### src/rtl/time_mode_ctrl.sv
// time_mode_ctrl: timekeeping and RUN/SET mode controller for the digital clock.
// Consumes the 1 Hz square wave and two raw buttons in the Clock_5K domain, keeps
// Hour/Min/Sec, and walks RUN -> SET_HOUR -> SET_MIN -> SET_SEC -> RUN on mode presses.
// Optional feature macro: TIME_CTRL_BLINK_EN (field blink mask for the display).
module time_mode_ctrl #(
  parameter int DEBOUNCE_CYCLES = 100,
  parameter int DB_W            = 7,
  parameter int HOUR_MAX        = 23
) (
  input  logic       Clock_5K,
  input  logic       Reset,
  input  logic       Clock_1Sec,
  input  logic       Mode_Btn,
  input  logic       Up_Btn,
  output logic [4:0] Hour,
  output logic [5:0] Min,
  output logic [5:0] Sec,
  output logic [1:0] Mode,
  output logic       Sec_Pulse,
  output logic [2:0] Blink_Mask
);

  typedef enum logic [1:0] {
    RUN      = 2'd0,
    SET_HOUR = 2'd1,
    SET_MIN  = 2'd2,
    SET_SEC  = 2'd3
  } state_t;

  localparam logic [DB_W-1:0] DB_LAST   = DB_W'(DEBOUNCE_CYCLES - 1);
  localparam logic [4:0]      HOUR_LAST = 5'(HOUR_MAX);

  state_t          state, state_n;
  logic            prev_1s;
  logic            tick;
  logic [1:0]      raw_btn, sync_a, sync_b, db_level, db_prev, press;
  logic [DB_W-1:0] db_cnt [2];
  logic            mode_press, up_press;
  logic [4:0]      hour_n, hour_inc;
  logic [5:0]      min_n, min_inc, sec_n, sec_inc;
  logic            sec_pulse_n;

  // Bit 0 carries the mode button, bit 1 the up button through the shared path
  assign raw_btn    = {Up_Btn, Mode_Btn};
  assign mode_press = press[0];
  assign up_press   = press[1];
  assign tick       = Clock_1Sec & ~prev_1s;
  assign Mode       = state;

  assign hour_inc = (Hour == HOUR_LAST) ? 5'd0 : Hour + 5'd1;
  assign min_inc  = (Min == 6'd59) ? 6'd0 : Min + 6'd1;
  assign sec_inc  = (Sec == 6'd59) ? 6'd0 : Sec + 6'd1;

  // Synchronise, debounce and edge-detect both buttons; press is a registered one-cycle strobe
  always_ff @(posedge Clock_5K) begin
    if (Reset) begin
      sync_a    <= '0;
      sync_b    <= '0;
      db_level  <= '0;
      db_prev   <= '0;
      press     <= '0;
      db_cnt[0] <= '0;
      db_cnt[1] <= '0;
    end else begin
      sync_a  <= raw_btn;
      sync_b  <= sync_a;
      db_prev <= db_level;
      press   <= db_level & ~db_prev;
      for (int i = 0; i < 2; i++) begin
        if (sync_b[i] == db_level[i]) begin
          db_cnt[i] <= '0;
        end else if (db_cnt[i] == DB_LAST) begin
          db_cnt[i]   <= '0;
          db_level[i] <= sync_b[i];
        end else begin
          db_cnt[i] <= db_cnt[i] + 1'b1;
        end
      end
    end
  end

  // Remember the previous 1 Hz level so a rising edge yields exactly one tick
  always_ff @(posedge Clock_5K) begin
    if (Reset) prev_1s <= 1'b0;
    else       prev_1s <= Clock_1Sec;
  end

  // Mode state and time registers
  always_ff @(posedge Clock_5K) begin
    if (Reset) begin
      state     <= RUN;
      Hour      <= '0;
      Min       <= '0;
      Sec       <= '0;
      Sec_Pulse <= 1'b0;
    end else begin
      state     <= state_n;
      Hour      <= hour_n;
      Min       <= min_n;
      Sec       <= sec_n;
      Sec_Pulse <= sec_pulse_n;
    end
  end

  // Next mode and time: RUN counts with full carry, SET modes edit one field; mode press beats up press
  always_comb begin
    state_n     = state;
    hour_n      = Hour;
    min_n       = Min;
    sec_n       = Sec;
    sec_pulse_n = 1'b0;
    case (state)
      RUN: begin
        if (tick) begin
          sec_pulse_n = 1'b1;
          sec_n       = sec_inc;
          if (Sec == 6'd59) begin
            min_n = min_inc;
            if (Min == 6'd59) hour_n = hour_inc;
          end
        end
        if (mode_press) state_n = SET_HOUR;
      end
      SET_HOUR: begin
        if (mode_press)    state_n = SET_MIN;
        else if (up_press) hour_n  = hour_inc;
      end
      SET_MIN: begin
        if (mode_press)    state_n = SET_SEC;
        else if (up_press) min_n   = min_inc;
      end
      SET_SEC: begin
        if (mode_press)    state_n = RUN;
        else if (up_press) sec_n   = 6'd0;
      end
      default: state_n = RUN;
    endcase
  end

`ifdef TIME_CTRL_BLINK_EN
  logic       blink_hold, blink_hold_n;
  logic [2:0] mask_n;

  // Selected field follows the 1 Hz level; an up press keeps it visible until the next tick
  always_comb begin
    blink_hold_n = blink_hold;
    if (up_press)  blink_hold_n = 1'b1;
    else if (tick) blink_hold_n = 1'b0;
    case (state_n)
      SET_HOUR: mask_n = 3'b100;
      SET_MIN:  mask_n = 3'b010;
      SET_SEC:  mask_n = 3'b001;
      default:  mask_n = 3'b000;
    endcase
    if (blink_hold_n || !Clock_1Sec) mask_n = 3'b000;
  end

  // Register the blink mask together with the hold flag
  always_ff @(posedge Clock_5K) begin
    if (Reset) begin
      blink_hold <= 1'b0;
      Blink_Mask <= 3'b000;
    end else begin
      blink_hold <= blink_hold_n;
      Blink_Mask <= mask_n;
    end
  end
`else
  assign Blink_Mask = 3'b000;
`endif

endmodule

### config.mk
export PLATFORM = sky130hd
export DESIGN_NAME = time_mode_ctrl
export DESIGN_NICKNAME = d
export VERILOG_FILES = /design/src/rtl/time_mode_ctrl.sv
export SDC_FILE = /design/constraint.sdc
export NUM_CORES = 1
export LEC_CHECK = 0
export CAP_MARGIN = 10
export CORE_MARGIN = 2
export CORE_UTILIZATION = 40
export DETAILED_ROUTE_END_ITERATION = 10
export GPL_TIMING_DRIVEN = 1
export SYNTH_ARGS = -nofsm -noshare
export SYNTH_HDL_FRONTEND = slang
export SYNTH_SLANG_ARGS = --single-unit
### constraint.sdc
create_clock -name Clock_5K -period 2.3 [get_ports Clock_5K]
set_input_delay 0.46 -clock Clock_5K [delete_from_list [all_inputs] [get_ports Clock_5K]]
set_output_delay 0.46 -clock Clock_5K [all_outputs]
set_load 0.1 [all_outputs]
==> results.tsv, run 1 <==
metric	value	unit
top-area cell type share of the netlist area	28.5	%
post-CTS sizing	0	
worst path required time	2530	ps
antenna violations before repair	0	
routed vias	1642	
GRT Overall Usage	13.7	%
DRT antenna net count	0	
I/O pin total	28	
Initial Utilization	42.1	%
R2R cell count	6	
sequential fraction of the synthesis area	47.8	%
RSZ-0062 raised after global routing	no	
Max Cap Viol	0	
Final nets	275	
EDFF count, synth	14	
Final Non-Filler Cells	332	
Max Buffers Root-to-Sink	2	
DRC	0	
Num CTS Buffers	5	
I/O Buffers	24	
share of layout cells above drive strength 1	16.8	%
Power Density	609	nW/um2
first-pass GRT wire length	6640	um
r2r endpoint	Sec[5]$_SDFFE_PP0P_	
clock sink count	45	
Worst Setup Start Kind	flop	
Hold WC Path Type	reg -> reg	
Post-CTS Hold Buffers	0	
Cell Area, Synth	2180	um2
Synth Instances	220	
final wirelength	4020	um
row count	26	
Starting DRT DRC Count	49	
Die H	77.8	um
minimum clock period	1900	ps
Worst Setup EP	Sec[5]$_SDFFE_PP0P_	
final design utilization	50.5	%
critical path class	reg -> reg	
setup TNS	0	ps
Die Area	6050	um2
Netlist cell types	48	
H-tree levels	2	
CP Capture Type	flop	
Critical R2R Launch	Mode[0]$_SDFFE_PP0P_	
Peak VDD IR	0.289	mV
CTS tree	built	
fin. max-slew vios	0	
leak pwr	1.12	nW
outcome	complete, no violations	
Max Clock Freq	0.526	GHz
Yosys warnings	0	
Critical Path Start	Mode[0]$_SDFFE_PP0P_	
worst-margin pin slew	501	ps
Clock Skew	4.27	ps
Post-CTS Repair Setup Buffers	0	
ys flop type	dfxtp_1	
worst-path maximum fanout	11	
die width	77.8	um
Reg clk slew, reported paths	80	ps
Hold WS	378	ps
Via density	4.95	
Finish-stage setup viols	0	
synthesized flop and latch total	45	
DR pass1 iterations	6	
Ant. Diodes	0	
number of global-route vias before repair	1478	
final number of hold-violating endpoints	0	
largest net degree at the start of global routing	14	
WL/cell	12.1	um
dpl hpwl	2920	um
Syn Area/Cell	9.90	um2
relative slew slack	66.5	%
final worst slack	398	ps
layout filler cell count	501	
pre-CTS WS	129	ps
grt total ovfl	0	
RePlAce Congestion	0.756	
FF-to-FF setup slack	400	ps
Core Area	5170	um2
CTS Root Cell	clkbuf_8	
CP arrival	2130	ps
area grow syn2layout	19.9	%
post-synthesis async set-or-reset flop share	0	%
Inst Count DP	324	
period utilization	82.7	%
post-synth top area cell	dfxtp_1	
insertion delay to the later sink of the worst-skew pair	290	ps
Area contributors post-synth	dfxtp_1, edfxtp_1, ha_1	
[stage by stage]
| stage | total power, mW | instance area [um2] |
|---|---|---|
| after global routing | 1.66 | 2610 |
| after CTS | 1.62 | 2610 |
| final | 1.59 | 2610 |
| after global placement | 0.996 | 2490 |
| after detailed placement | 0.997 | 2490 |
| after floorplan | 0.975 | 2240 |
[worst min path at each step]
stage / end / slack, ps / from / cells after the start
floorplan: press[0]$_SDFF_PP0_ / 370 / db_prev[0]$_SDFF_PP0_ / 1
finish: press[1]$_SDFF_PP0_ / 380 / db_prev[1]$_SDFF_PP0_ / 1
detailed placement: press[1]$_SDFF_PP0_ / 370 / db_prev[1]$_SDFF_PP0_ / 1
CTS: press[1]$_SDFF_PP0_ / 380 / db_prev[1]$_SDFF_PP0_ / 1
global route: press[1]$_SDFF_PP0_ / 390 / db_prev[1]$_SDFF_PP0_ / 1
global placement: press[1]$_SDFF_PP0_ / 370 / db_prev[1]$_SDFF_PP0_ / 1
[layer usage]
metal	routed length [um]	global-route usage, %
met1	1910	17.6
met2	1910	22.1
met3	165	3.60
met4	34	5.36
met5	0	0
[synthesized netlist by cell type (2+ instances only)]
cell / n
conb_1: 2
dfxtp_1: 31
o21ai_0: 7
buf_4: 3
xor2_1: 5
nor2_1: 29
a21oi_1: 10
or2_2: 2
inv_1: 11
nand3b_1: 2
nor2b_1: 9
edfxtp_1: 14
nand3_1: 7
nand4_1: 4
xnor2_1: 8
ha_1: 9
and2_1: 3
nor4b_1: 2
mux2i_1: 4
and3_1: 8
nand2_1: 9
or3_1: 5
a311oi_1: 4
a31oi_1: 2
clkbuf_1: 5
nand2b_1: 3
[cell usage in the layout, fill, tap and decap left out, types with 2 or more instances in the layout]
| cell type | count |
|---|---|
| or2_2 | 2 |
| nor2_1 | 29 |
| conb_1 | 17 |
| clkdlybuf4s50_1 | 4 |
| edfxtp_1 | 14 |
| inv_1 | 11 |
| dfxtp_2 | 4 |
| dfxtp_1 | 27 |
| nor2b_1 | 9 |
| a21oi_1 | 10 |
| o21ai_0 | 7 |
| nand2b_1 | 3 |
| buf_4 | 24 |
| ha_1 | 9 |
| nand3_1 | 7 |
| a311oi_1 | 4 |
| mux2i_1 | 4 |
| clkbuf_8 | 6 |
| nand3b_1 | 2 |
| and3_1 | 8 |
| a31oi_1 | 2 |
| xor2_1 | 5 |
| and2_1 | 3 |
| nand2_1 | 9 |
| or3_1 | 5 |
| nor4b_1 | 2 |
| xnor2_1 | 8 |
| nand4_1 | 4 |
[area by class of cell]
type	count	area [um2]	share of cell area [%]
multi-input cells	170	1100	42.1
repair buffers	28	220	8.43
inverters	11	41.3	1.58
flip-flops and latches	45	1050	40.1
well taps	70	87.6	3.35
clock inverters	1	30.0	1.15
clock buffers	7	86.3	3.31
[sequential cells by signal (all words and copies together) (netlist names), 5 cells and up]
register,count
Sec,6
Min,6
db_cnt,14
Hour,5
[power breakdown]
| group | switching (mW) | internal [mW] |
|---|---|---|
| combinational | 0.0917 | 0.0340 |
| clock | 0.258 | 0.354 |
| sequential | 0.0151 | 0.837 |
| total | 0.365 | 1.23 |
[logic make-up after synthesis]
kind of cell    count (synthesis)  synth area share, %
simple gates                   88                 21.9
mux                             4                 1.84
fa+ha+maj                       9                 5.17
buf+inv                        20                 4.31
xor+xnor                       13                 5.23
flops                          45                 47.8
other cells                     2                0.345
compound gates                 39                 13.4
[worst max-delay path, cell delays in order, from the launching register on]
cell,delay [ps]
dfxtp_2,390
inv_1,70
ha_1,260
nand2b_1,160
a22o_1,300
or4_1,510
a21oi_1,150
Note: power is estimated with default switching activity, not from simulation.
==> run 2, diff against run 1 <==
==> constraint.sdc (replaced) <==
create_clock -name Clock_5K -period 1.6 [get_ports Clock_5K]
set_input_delay 0.32 -clock Clock_5K [delete_from_list [all_inputs] [get_ports Clock_5K]]
set_output_delay 0.32 -clock Clock_5K [all_outputs]
set_load 0.1 [all_outputs]
==> run 2 against run 1 <==
  * Setup slack got worse by 410 ps
  * First-iteration DRC count decreased by 37%
  * Sequential share of layout area decreased by 6.4 points
  * Critical endpoint unchanged
  * Maximum frequency increased by 18%
  * Sequential cell count unchanged
  * Critical path depth unchanged
  * Power increased by 43%
  * Wire length increased by 4.5%
  * The flow now finishes with violations (setup timing)
  * Clock-buffer cell count decreased by 2
==> results.tsv, run 2 (synthesis gave the netlist of run 1 again) <==
metric	value	unit	change
DR pass1 iterations	4		-2
final number of hold-violating endpoints	0		unchanged
dpl hpwl	3050	um	+4.5%
Final Non-Filler Cells	355		+6.9%
leak pwr	1.34	nW	+19%
pre-CTS WS	-319	ps	-448 ps
commonest non-fill, non-tap cell in the layout	buf_4		
Register Area	1090	um2	+4.4%
flip-flop count of the largest register after layout	14		unchanged
Power Density	700	nW/um2	+15%
Clock power frac	36.2	%	-2.3 points
GRT Overall Usage	14.4	%	+0.70 points
Max Clock Freq	0.621	GHz	+18%
CTS tree	built		
Sw Ratio	23.8	%	+0.82 points
failing checks	setup timing		
area of the multi-input gates	1260	um2	+15%
Peak VDD IR	0.528	mV	+83%
biggest regs	db_cnt (14), Min (6), Sec (6)		
Internal	1.73	mW	+41%
DRC	0		unchanged
Final nets	299		+8.7%
antenna violations before repair	0		unchanged
H-tree levels	2		unchanged
critical path class	reg -> reg		
I/O pin total	28		unchanged
Inst Count DP	346		+6.8%
sequential power share	53.4	%	-0.2 points
period utilization	101	%	+18 points
row count	26		unchanged
Gate power share	10.5	%	+2.6 points
Clock Skew	3.88	ps	-0.389 ps
I/O Buffers	24		unchanged
layout filler cell count	425		-15%
final design utilization	62.7	%	+12 points
clock sink count	45		unchanged
WL/cell	11.8	um	-2.3%
worst-path maximum fanout	5		-6
NetSw	0.539	mW	+48%
most frequent cells in the layout	buf_4, nor2_1, buf_12		
Max Cap Viol	0		unchanged
Die H	77.8	um	unchanged
Post-CTS Hold Buffers	0		unchanged
area grow syn2layout	48.9	%	
outcome	finished with violations		
Post-Place Cell Area	3030	um2	+22%
Initial Utilization	42.1	%	unchanged
routed vias	1711		+4.2%
insertion delay to the later sink of the worst-skew pair	290	ps	about the same
die width	77.8	um	unchanged
setup TNS	-13.9	ps	-13.9 ps
DRT antenna net count	0		unchanged
Reg clk slew, reported paths	80	ps	about the same
Max Buffers Root-to-Sink	2		unchanged
Via density	4.82		-2.5%
RSZ-0062 raised after global routing	yes		
share of layout cells above drive strength 1	37.9	%	+21 points
first-pass GRT wire length	7070	um	+6.6%
Top reg by flops	db_cnt		
Hold WC Path Type	reg -> reg		
Die Area	6050	um2	unchanged
CP Capture Type	flop		
CP arrival	1830	ps	-300 ps
final worst slack	-10.3	ps	-408 ps
number of global-route vias before repair	1572		+6.4%
worst path required time	1820	ps	-710 ps
CTS Root Cell	clkbuf_8		
finished layout cell area	3240	um2	+24%
Ant. Diodes	0		unchanged
Worst Setup Start Kind	flop		
RePlAce Congestion	0.760		+0.49%
final wirelength	4190	um	+4.5%
Finish-stage setup viols	2		+2
Starting DRT DRC Count	31		-37%
grt total ovfl	0		unchanged
minimum clock period	1610	ps	-292 ps
Num CTS Buffers	5		unchanged
Core Area	5170	um2	unchanged
fin. max-slew vios	0		unchanged
largest net degree at the start of global routing	20		+6
[run 2: cell count changes in the layout (fill, tap and decap cells not counted), sizes merged]
cell    change
buf        +24
clkbuf      -2
clkinv      +1
[run 2: timing repair]
action / 4_1_cts / 5_1_grt
pin swaps: 3 / 12
setup endpoints to repair: 11 / 28
buffers inserted: 0 / 2
endpoints found under the hold margin: 0 / 0
resized for setup: 1 / 19
[run 2: cell type report]
cell class | instances | share of cell area [%]
Sequential cell | 45 | 33.7
Inverter | 11 | 1.43
Multi-Input combinational cell | 170 | 39.0
Clock inverter | 2 | 1.08
Clock buffer | 5 | 2.12
Timing Repair Buffer | 52 | 20.1
Tap cell | 70 | 2.70
[run 2: metal layers]
layer / track usage [%] / up-vias / routed length [um]
li1: - / 894 / -
met1: 20.4 / 788 / 2140
met2: 21.5 / 24 / 1880
met3: 3.95 / 5 / 136
met4: 4.29 / 0 / 40
met5: 0 / - / 0
[run 2: power by group through the flow]
| stage | clock network, mW | logic, mW | registers (mW) |
|---|---|---|---|
| finish | 0.822 | 0.237 | 1.21 |
| global placement | 0 | 0.227 | 1.24 |
| detailed placement | 0 | 0.228 | 1.24 |
| global route | 0.901 | 0.255 | 1.22 |
| floorplan | 0 | 0.110 | 1.28 |
| CTS | 0.861 | 0.230 | 1.21 |
[run 2: critical path: stages, from the launching register on]
cell and delay [ps]:
dfxtp_4 380, inv_4 40, ha_4 170, nand2b_4 130, a22o_1 210, or4_1 480, a21oi_1 130
[run 2: final timing paths]
kind,from,endpoint,slack (ps),depth (start not counted)
worst max-delay path,Mode[0]$_SDFFE_PP0P_,Sec[5]$_SDFFE_PP0P_,-10,6
worst min-delay path,db_prev[0]$_SDFF_PP0_,press[0]$_SDFF_PP0_,390,1
worst max register to register,Mode[0]$_SDFFE_PP0P_,Sec[5]$_SDFFE_PP0P_,-10,6
worst min register to register,db_prev[0]$_SDFF_PP0_,press[0]$_SDFF_PP0_,390,1
[run 2: stage by stage]
step	total power [mW]	hold slack, ps
3_5_place_dp	1.47	379
4_1_cts	2.30	388
2_1_floorplan	1.39	367
6_report	2.27	391
5_1_grt	2.37	402
3_3_place_gp	1.46	373
==> run 3, diff against run 2 <==
--- a/config.mk
+++ b/config.mk
@@ -10,6 +10,7 @@
 export CORE_UTILIZATION = 40
 export DETAILED_ROUTE_END_ITERATION = 10
 export GPL_TIMING_DRIVEN = 1
+export MAX_ROUTING_LAYER = met4
 export SYNTH_ARGS = -nofsm -noshare
 export SYNTH_HDL_FRONTEND = slang
 export SYNTH_SLANG_ARGS = --single-unit
==> run 3 against run 2 <==
  * The run still ends with setup timing left
  * Maximum frequency barely moved
  * Highest routed layer unchanged
  * First-iteration DRC count decreased by 3.2%
  * Clock-buffer cell count is the same
  * Sequential share of layout area did not move
==> results.tsv, run 3 (synthesis gave the netlist of run 1 again) <==
metric	value	unit	change
clock sink count	45		unchanged
pre-CTS WS	-319	ps	unchanged
period utilization	101	%	about the same
critical path class	reg -> reg		
final worst slack	-10.4	ps	-0.119 ps
RSZ-0062 raised after global routing	yes		
Max Clock Freq	0.621	GHz	about the same
Hold WC Path Type	reg -> reg		
Via density	4.84		+0.35%
failing checks	setup timing		
Crit path max-delay family	simple AND/OR/NAND/NOR gates		
slowest CP cell	or4_1		
area grow syn2layout	48.9	%	unchanged
Max Cap Viol	0		unchanged
flip-flop count of the largest register after layout	14		unchanged
Clock Skew	3.74	ps	-0.144 ps
routed vias	1717		+0.35%
RePlAce Congestion	0.770		+1.3%
I/O pin total	28		unchanged
Core Area	5170	um2	unchanged
Final Non-Filler Cells	355		unchanged
Initial Utilization	42.1	%	unchanged
CP Capture Type	flop		
Worst Setup Start Kind	flop		
CTS Root Cell	clkbuf_8		
worst-path maximum fanout	5		unchanged
Power Density	700	nW/um2	about the same
grt total ovfl	0		unchanged
largest net degree at the start of global routing	20		unchanged
DRC	0		unchanged
first-pass GRT wire length	7070	um	about the same
WL/cell	11.8	um	about the same
DRT antenna net count	0		unchanged
FF-to-FF setup slack	-10	ps	about the same
antenna violations before repair	0		unchanged
leak pwr	1.34	nW	unchanged
Starting DRT DRC Count	30		-3.2%
Top reg by flops	db_cnt		
commonest non-fill, non-tap cell in the layout	buf_4		
insertion delay to the later sink of the worst-skew pair	290	ps	about the same
die width	77.8	um	unchanged
outcome	finished with violations		
biggest regs	db_cnt (14), Min (6), Sec (6)		
cells along the critical path	inv_4 > ha_4 > nand2b_4 > a22o_1 > or4_1 > a21oi_1		
Num CTS Buffers	5		unchanged
Reg clk slew, reported paths	80	ps	about the same
worst path required time	1820	ps	about the same
Ant. Diodes	0		unchanged
dpl hpwl	3050	um	unchanged
final number of hold-violating endpoints	0		unchanged
I/O Buffers	24		unchanged
setup TNS	-15.8	ps	-1.92 ps
DR pass1 iterations	4		unchanged
Max Buffers Root-to-Sink	2		unchanged
Crit path depth	6		unchanged
Die H	77.8	um	unchanged
R2R cell count	6		unchanged
fin. max-slew vios	0		unchanged
Inst Count DP	346		unchanged
H-tree levels	2		unchanged
Hold Path Stages	1		unchanged
CTS tree	built		
CP arrival	1830	ps	about the same
Register Area	1090	um2	unchanged
Post-CTS Hold Buffers	0		unchanged
Critical path buffers and inverters	1		unchanged
area of the multi-input gates	1260	um2	unchanged
Hold WS	391	ps	-0.0120 ps
most frequent cells in the layout	buf_4, nor2_1, buf_12		
share of layout cells above drive strength 1	37.9	%	unchanged
row count	26		unchanged
GRT Overall Usage	14.8	%	+0.38 points
number of global-route vias before repair	1570		-0.13%
slowest stage delay, CP	480	ps	about the same
Finish-stage setup viols	2		unchanged
Final nets	299		unchanged
Peak VDD IR	0.528	mV	about the same
minimum clock period	1610	ps	+0.119 ps
layout filler cell count	425		unchanged
Die Area	6050	um2	unchanged
final wirelength	4200	um	about the same
-- run 3: cell type report --
| cell class | instances | share of cell area [%] |
|---|---|---|
| multi-input combinational | 170 | 39.0 |
| sequential | 45 | 33.7 |
| timing repair buffer | 52 | 20.1 |
| tap | 70 | 2.70 |
| clock buffer | 5 | 2.12 |
| inverter | 11 | 1.43 |
| clock inverter | 2 | 1.08 |
-- run 3: per-stage QoR --
step / total power, mW / cell area, um2 / utilization (%)
2_1_floorplan: 1.39 / 2360 / -
3_3_place_gp: 1.46 / 3030 / 58.7
3_5_place_dp: 1.47 / 3030 / 58.7
4_1_cts: 2.30 / 3140 / 60.8
5_1_grt: 2.37 / 3240 / 62.7
6_report: 2.27 / 3240 / 62.7
-- run 3: timing repair --
action / CTS / global route
resized for setup: 1 / 19
endpoints found under the setup margin: 11 / 28
gates cloned: 0 / 0
setup buffers: 0 / 2
pin swaps: 3 / 12
-- run 3: path summary, 6_finish.rpt --
| check | start | to |
|---|---|---|
| hold reg to reg | db_prev[0]$_SDFF_PP0_ | press[0]$_SDFF_PP0_ |
| hold / removal | db_prev[0]$_SDFF_PP0_ | press[0]$_SDFF_PP0_ |
| setup / recovery | Mode[0]$_SDFFE_PP0P_ | Sec[5]$_SDFFE_PP0P_ |
| setup reg to reg | Mode[0]$_SDFFE_PP0P_ | Sec[5]$_SDFFE_PP0P_ |
-- run 3: power breakdown --
group	switching [mW]	leakage [nW]	internal [mW]
logic	0.147	0.875	0.0906
registers	0.0254	0.408	1.19
clock network	0.368	0.0540	0.454
total	0.540	1.34	1.73
-- run 3: metal layers --
metal | track usage, % | share of wire (%)
met5 | - | 0
met4 | 4.29 | 0.95
met3 | 3.60 | 2.9
met2 | 21.5 | 45
met1 | 20.5 | 51
==> edit: new RTL, flow settings as in run 2 <==
Change the parameter `DB_W` from 7 to 14.
--- a/src/rtl/time_mode_ctrl.sv
+++ b/src/rtl/time_mode_ctrl.sv
@@ -4,7 +4,7 @@
 // Optional feature macro: TIME_CTRL_BLINK_EN (field blink mask for the display).
 module time_mode_ctrl #(
   parameter int DEBOUNCE_CYCLES = 100,
-  parameter int DB_W            = 7,
+  parameter int DB_W            = 14,
   parameter int HOUR_MAX        = 23
 ) (
   input  logic       Clock_5K,
Function: no difference found for any inputs over 10 cycles, from zero or initial values and one cycle with Reset high; that may be too few to reach the edited logic, so the function may still have changed.
==> edit against run 2 <==
  * The run still ends with setup timing left
  * Maximum frequency shrank 17%
  * Wire length grew 50%
  * Via count grew 43%
  * Cell area grew 41%
  * Count of clock-buffer cells in the layout grew 5
  * Synthesized area grew 33%
  * First-iteration DRC count grew to 3.0 times the old value
  * Critical endpoint is now Hour[4]
  * Non-clock buffer count grew 45
  * Setup slack lost 0.34 ns
  * Synthesized cell count grew 33%
  * Sequential share of layout area shrank 1.0 points
  * Total power grew 51%
  * Sequential cell count grew 14
==> edit: results (changes against run 2) <==
* Outcome: complete, but fails checks (unchanged)
* Failing checks: setup timing (unchanged)
* Total Wirelength at 6284 µm (was 4194 µm)
* First-pass GRT wire length at 10,630 µm (was 7072 µm)
* WL met2 at 3001 µm (was 1876 µm)
* Global Route Usage Sum at 17.40% (was 14.43%)
* Seq/Total Area, Yosys at 50.61% (was 47.79%)
* Sequential portion of the cell area at 32.63% (was 33.67%)
* Detailed Route Iter0 Violations at 94 (was 31)
* Post-Synth Adder-Cell Area at 3.899% (was 5.169%)
* Logic inverters at 8 (was 11)
* Clock buffer count from CTS at 9 (was 5)
* Largest regs: db_cnt: 28 flops, Min: 6 flops, Sec: 6 flops (was db_cnt: 14 flops, Min: 6 flops, Sec: 6 flops)
* Multi-input combinational area share at 36.82% (was 38.95%)
* H-tree depth reported by CTS at 3 (was 2)
* Met1 usage at 22.84% (was 20.40%)
* # setup viols final at 12 (was 2)
* Synth cell types at 42 (was 48)
* Post-Synthesis Cells at 293 (was 220)
* Non-clock buffer count at 97 (was 52)
* Power Dens Cells at 747.7 nW/µm² (was 699.7 nW/µm²)
* CP startpoint: Sec[0] (was Mode[0])
* Clk_buf instances at 10 (was 5)
* Place WS at -0.7379 ns (was -0.3189 ns)
* Via count of the first global-routing pass at 2,378 (was 1,572)
* Synth Area in XOR/XNOR at 8.795% (was 5.227%)
* Metal-1 WL at 2966 µm (was 2140 µm)
* # resized after CTS at 14 (was 1)
* Peak VDD IR at 0.3732 mV (was 0.5279 mV)
* Met2 Use GR at 27.00% (was 21.47%)
* Final Worst Setup Slack at -0.3484 ns (was -0.01033 ns)
* Nets at 436 (was 299)
* DP Area at 4101 µm² (was 3034 µm²)
* Final Instance Count excl. Fillers at 523 (was 355)
* Synth Area in Compound Gates at 7.019% (was 13.38%)
* Hold Crit Depth at 3 (was 1)
* Number of synthesized flops with an enable pin at 28 (was 14)
* Comb_multi_in at 247 (was 170)
* Setup TNS at -3.034 ns (was -0.01386 ns)
* CP max-delay cell: or4_4 (was or4_1)
* Tapcell Cnt at 96 (was 70)
* CP Max Fanout at 6 (was 5)
* Postcts setup bufs at 6 (was 0)
* Post-synth top cells: 48 x nor2_1, 31 x dfxtp_1, 28 x edfxtp_1 (was 31 x dfxtp_1, 29 x nor2_1, 14 x edfxtp_1)
* Grt met3 use at 4.063% (was 3.953%)
* Multiplexer area fraction after synthesis at 2.470% (was 1.838%)
* CP endpoint: Hour[4] (was Sec[5])
* Cells taking the most area after synthesis: edfxtp_1 29%, dfxtp_1 21%, nor2_1 6.2% (was dfxtp_1 28%, edfxtp_1 19%, ha_1 5.2%)
[edit: cell types whose count changed in the layout (fill, tap and decap cells not counted), moves of 5 or more]
cell / delta
nand3_1: +6
nor2_1: +24
xnor2_1: +6
nor3_1: +5
nand2b_1: +5
edfxtp_1: +14
buf_4: +38
and3_1: -5
nand2_1: +10
dfxtp_4: -6
conb_1: +14
buf_6: +5
xor2_1: +10
[edit: how the worst min path moves through the flow]
stage | to | startpoint | slack (ns)
detailed placement | press[0] | db_prev[0] | 0.38
CTS | press[0] | db_prev[0] | 0.39
global placement | press[1] | db_prev[1] | 0.37
global route | prev_1s | Clock_1Sec | 0.38
finish | prev_1s | Clock_1Sec | 0.33
floorplan | press[0] | db_prev[0] | 0.37
[edit: power breakdown]
part / leakage (µW) / internal, µW / switching, µW / total, µW
sequential: 0.000548 / 1620 / 36.3 / 1650
clock: 0.000110 / 866 / 586 / 1450
combinational: 0.00116 / 131 / 186 / 316
